### src/rtl/fifo_burst_reader.sv
// Pops a first-word-fall-through FIFO in fixed-length bursts onto a
// valid/ready stream, draining a lone residual word after an idle timeout.
module fifo_burst_reader #(
  parameter int DATA_WIDTH    = 32,
  parameter int BURST_LEN     = 4,
  parameter int DRAIN_TIMEOUT = 16
) (
  input  logic                  clk,
  input  logic                  rst_n,
  input  logic                  fifo_empty_i,
  input  logic                  fifo_almost_empty_i,
  input  logic [DATA_WIDTH-1:0] fifo_rdata_i,
  output logic                  fifo_rden_o,
  output logic                  m_valid_o,
  input  logic                  m_ready_i,
  output logic [DATA_WIDTH-1:0] m_data_o,
  output logic                  m_last_o,
  output logic                  busy_o
);

  typedef enum logic [1:0] {
    S_IDLE,
    S_BURST,
    S_DRAIN
  } state_t;

  localparam logic [7:0] LP_BEAT_END = 8'(BURST_LEN - 1);
  localparam logic [7:0] LP_WAIT_END = 8'(DRAIN_TIMEOUT - 1);

  state_t                r_state;
  state_t                w_state_nxt;
  logic [7:0]            r_beat;
  logic [7:0]            w_beat_nxt;
  logic [7:0]            r_wait;
  logic [7:0]            w_wait_nxt;
  logic                  r_valid;
  logic                  r_last;
  logic [DATA_WIDTH-1:0] r_data;
  logic                  w_pop;
  logic                  w_last_beat;

  // A pop needs an empty or departing output slot.
  assign w_pop = (r_state != S_IDLE) && !fifo_empty_i
              && (!r_valid || m_ready_i);

  assign w_last_beat = (r_state == S_DRAIN)
                    || (r_beat == LP_BEAT_END);

  always_comb begin
    w_state_nxt = r_state;
    w_beat_nxt  = r_beat;
    w_wait_nxt  = '0;
    unique case (r_state)
      S_IDLE: begin
        w_beat_nxt = '0;
        if (!fifo_almost_empty_i) begin
          w_state_nxt = S_BURST;
        end else if (!fifo_empty_i) begin
          if (r_wait == LP_WAIT_END) begin
            w_state_nxt = S_DRAIN;
          end else begin
            w_wait_nxt = r_wait + 8'd1;
          end
        end
      end
      S_BURST: begin
        if (w_pop) begin
          if (r_beat == LP_BEAT_END) begin
            w_state_nxt = S_IDLE;
            w_beat_nxt  = '0;
          end else begin
            w_beat_nxt = r_beat + 8'd1;
          end
        end
      end
      S_DRAIN: begin
        if (w_pop) begin
          w_state_nxt = S_IDLE;
        end
      end
      default: begin
        w_state_nxt = S_IDLE;
        w_beat_nxt  = '0;
      end
    endcase
  end

  always_ff @(posedge clk or negedge rst_n) begin
    if (!rst_n) begin
      r_state <= S_IDLE;
      r_beat  <= '0;
      r_wait  <= '0;
    end else begin
      r_state <= w_state_nxt;
      r_beat  <= w_beat_nxt;
      r_wait  <= w_wait_nxt;
    end
  end

  always_ff @(posedge clk or negedge rst_n) begin
    if (!rst_n) begin
      r_valid <= 1'b0;
      r_last  <= 1'b0;
      r_data  <= '0;
    end else if (w_pop) begin
      r_valid <= 1'b1;
      r_last  <= w_last_beat;
      r_data  <= fifo_rdata_i;
    end else if (r_valid && m_ready_i) begin
      r_valid <= 1'b0;
    end
  end

  assign fifo_rden_o = w_pop;
  assign m_valid_o   = r_valid;
  assign m_data_o    = r_data;
  assign m_last_o    = r_last;
  assign busy_o      = (r_state != S_IDLE) || r_valid;

endmodule

### config.mk
export PLATFORM = sky130hd
export DESIGN_NAME = fifo_burst_reader
export DESIGN_NICKNAME = d
export VERILOG_FILES = /design/src/rtl/fifo_burst_reader.sv
export SDC_FILE = /design/constraint.sdc
export NUM_CORES = 1
export LEC_CHECK = 0
export CAP_MARGIN = 20
export CORE_UTILIZATION = 35
export DETAILED_ROUTE_END_ITERATION = 16
export PLACE_DENSITY = 0.74
export SLEW_MARGIN = 15
export SYNTH_ARGS = -nofsm -noshare
export SYNTH_HDL_FRONTEND = slang
export SYNTH_SLANG_ARGS = --single-unit
### constraint.sdc
create_clock -name clk -period 1.75 [get_ports clk]
set_input_delay 0.35 -clock clk [delete_from_list [all_inputs] [get_ports clk]]
set_output_delay 0.35 -clock clk [all_outputs]
set_load 0.02 [all_outputs]
==> run metrics <==
type of origin of the critical path=register; Crit. End Element=output port; Routability Congestion=between 0.8 and 0.9; syn_nets=between 200 and 250; crit-path leading delay family=buffers and inverters; critical path arrival=1.36 ns; DP Cell Count=about 340; Yosys top cell area share=56.4%; Post-synth ARST share=100%; Worst path max stage delay=about 0.53 ns; Final HPWL DP=between 3000 and 4000 um; # fillers=569; DRC=0; count of pins over their slew limit=0; first-pass GRT wire length=about 8500 um; Final ANT Viol Nets=0; Max Cap Violations=0; CP Class=reg -> out; via density per instance=5.07; pre-CTS WS=-0.500 ns; R2R Setup Slk=between 0.1 and 0.15 ns; synth top area cells=dfrtp_1 56%, mux2_2 15%, buf_6 3.4%; TritonRoute pass-1 iters=4; clk slew on worst S/H paths=approximately 0.09 ns; Post-synth EDFFs=0; Post-CTS Setup Bufs=0; worst-path cell chain=buf_4 > clkdlybuf4s50_1; Initial Util=roughly 36%; RSZ-0062 raised after global routing=no; Final Critical Period=around 1.7 ns; final cell count without fillers=350; Fin. Hold Viols=0; Power Density=about 1200 nW/um2; Setup-failing EPs final=0; Tcrit/Tclk final=a little over nine tenths; Max H-tree Level=2; I/O pin count=73; Rows=29; grt ovf=0; vias in the first global route=~1900; CP Data Required Time=approximately 1.4 ns; ant diodes=0; Leak=roughly 1.4 nW; worst hold path class=reg -> reg; Worst Path Buf+Inv=2; outcome=completed; main flop type after synthesis=dfrtp_1; final clock skew=~0.005 ns; synthesized area=between 2000 and 2500 um2; DIE HEIGHT=between 80 and 90 um; DR vias=between 1500 and 2000; Num Clock Sinks=52; final worst slack=about 0.036 ns; f_max=just under 600 MHz; #FFs+latches synth=52; fraction of layout cells with a size suffix above 1=roughly a quarter; CTS tree=yes; Syn-to-layout area delta=42.6%; nets=311; antenna violations before repair=0; Mapped Avg Cell Area=about 12 um2; final WL=just under 5000 um; CTS buffer count=5; post-synthesis sequential area ratio=a little under three fifths; die width=~83 um; core area=roughly 6300 um2; Ys Warns=0; total die area=6920 um2; Tightest Pin Transition=0.384 ns; Port Buffer Count=between 70 and 80; Gate Count Post-Synth=185; Hold WS=~0.48 ns; critical path peak fanout=2; gr usage total=about 15%; CTS max path bufs=2; post-synth cell types=39; maximum VDD drop=~0.00060 V; Slew HR=between 70 and 80%; 1st-iter DRT viols=between 50 and 60; post-DR wirelength/cell=about 14 um; largest net degree at the start of global routing=34; crit path max-delay cell type=clkdlybuf4s50_1; CTS root buf=clkbuf_8; latest clock arrival within the worst-skew pair=0.30 ns; largest area contributor in the synthesized netlist=dfrtp_1
==> cells in the final DEF, fill, tap and decap left out, types with 3 or more instances in the layout <==
| cell | instances |
|---|---|
| nor4_1 | 3 |
| o21ai_0 | 4 |
| dfrtp_1 | 51 |
| mux2_2 | 31 |
| clkbuf_8 | 5 |
| buf_4 | 13 |
| nand3_1 | 7 |
| clkdlybuf4s50_1 | 68 |
| xnor2_1 | 5 |
| nor2_1 | 11 |
| nor3_1 | 3 |
| nand2_1 | 14 |
| a21oi_1 | 7 |
==> cells by family after synthesis <==
logic type      after synthesis  share of synthesized area, %
simple gates                 57                          13.0
buf+inv                      10                          3.91
mux                          32                          15.6
fa+ha+maj                     2                          1.09
xor+xnor                      7                          2.66
compound gates               25                          7.32
flops                        52                          56.4
==> cell usage after synthesis, types with 3 or more instances <==
library cell	n
buf_6	7
nor4_1	3
nor3_1	3
a21oi_1	7
nor2_1	11
o21ai_0	4
xnor2_1	5
nand3_1	7
nand2_1	15
dfrtp_1	52
mux2_2	31
==> worst reg2reg max path, cell delays in order (launching register included) <==
cell and delay [ns]:
dfrtp_2 0.41, nor2b_4 0.12, or2_4 0.24, nor2_4 0.12, buf_8 0.26, mux2_2 0.38
==> layout make-up <==
type                            instances  area (um2)  area share (%)
Sequential cell                        52        1300            39.6
Multi-Input combinational cell        123         930            28.3
Timing Repair Buffer                   88         863            26.2
Tap cell                               77        96.3            2.93
Clock buffer                            5        68.8            2.09
Clock inverter                          3        21.3           0.647
Inverter                                2        7.51           0.228
==> worst paths after layout <==
| check | start | endpoint | cells after the start |
|---|---|---|---|
| max reg2reg | m_valid_o$_DFFE_PN0P_ | m_data_o[8]$_DFFE_PN0P_ | 5 |
| max | m_valid_o$_DFFE_PN0P_ | m_valid_o | 2 |
| min in group asynchronous | rst_n | m_data_o[6]$_DFFE_PN0P_ | 2 |
| min | r_wait[0]$_DFF_PN0_ | r_wait[0]$_DFF_PN0_ | 1 |
| min reg2reg | r_wait[0]$_DFF_PN0_ | r_wait[0]$_DFF_PN0_ | 1 |
| max in group asynchronous | rst_n | m_data_o[26]$_DFFE_PN0P_ | 3 |
==> state kept, by name, indices dropped and copies added, names as in the netlist <==
register   count
r_wait         8
m_valid_o      1
r_state        2
r_beat         8
m_last_o       1
m_data_o      32
==> power breakdown <==
| group | internal, mW | total [mW] | switching [mW] |
|---|---|---|---|
| clock | 0.285 | 0.693 | 0.408 |
| sequential | 1.48 | 1.65 | 0.166 |
| combinational | 0.832 | 1.55 | 0.719 |
==> repair_timing <==
action,in CTS,in global routing
endpoints found under the setup margin,34,39
gates resized for setup,14,5
hold buffers,1,0
cloned,0,0
hold endpoints to repair,13,0
==> layer usage <==
metal  track usage (%)  wire length (um)  up-vias
met5                 0                 0        -
li1                  -                 -      832
met1              18.3              2030      855
met2              26.2              2430       77
met3              3.58               343       10
met4              5.02                72        0
==> through the flow <==
step	power [mW]	instance area, um2	util (%)	TNS (ns)
4_1_cts	3.92	3270	51.5	-0.00727
3_3_place_gp	3.16	3160	49.8	-15.04
3_5_place_dp	3.20	3160	49.8	-15.26
5_1_grt	4.12	3290	51.8	0
2_1_floorplan	2.46	2310	-	0
6_report	3.89	3290	51.8	0
Power figures use the tool's default switching activity.
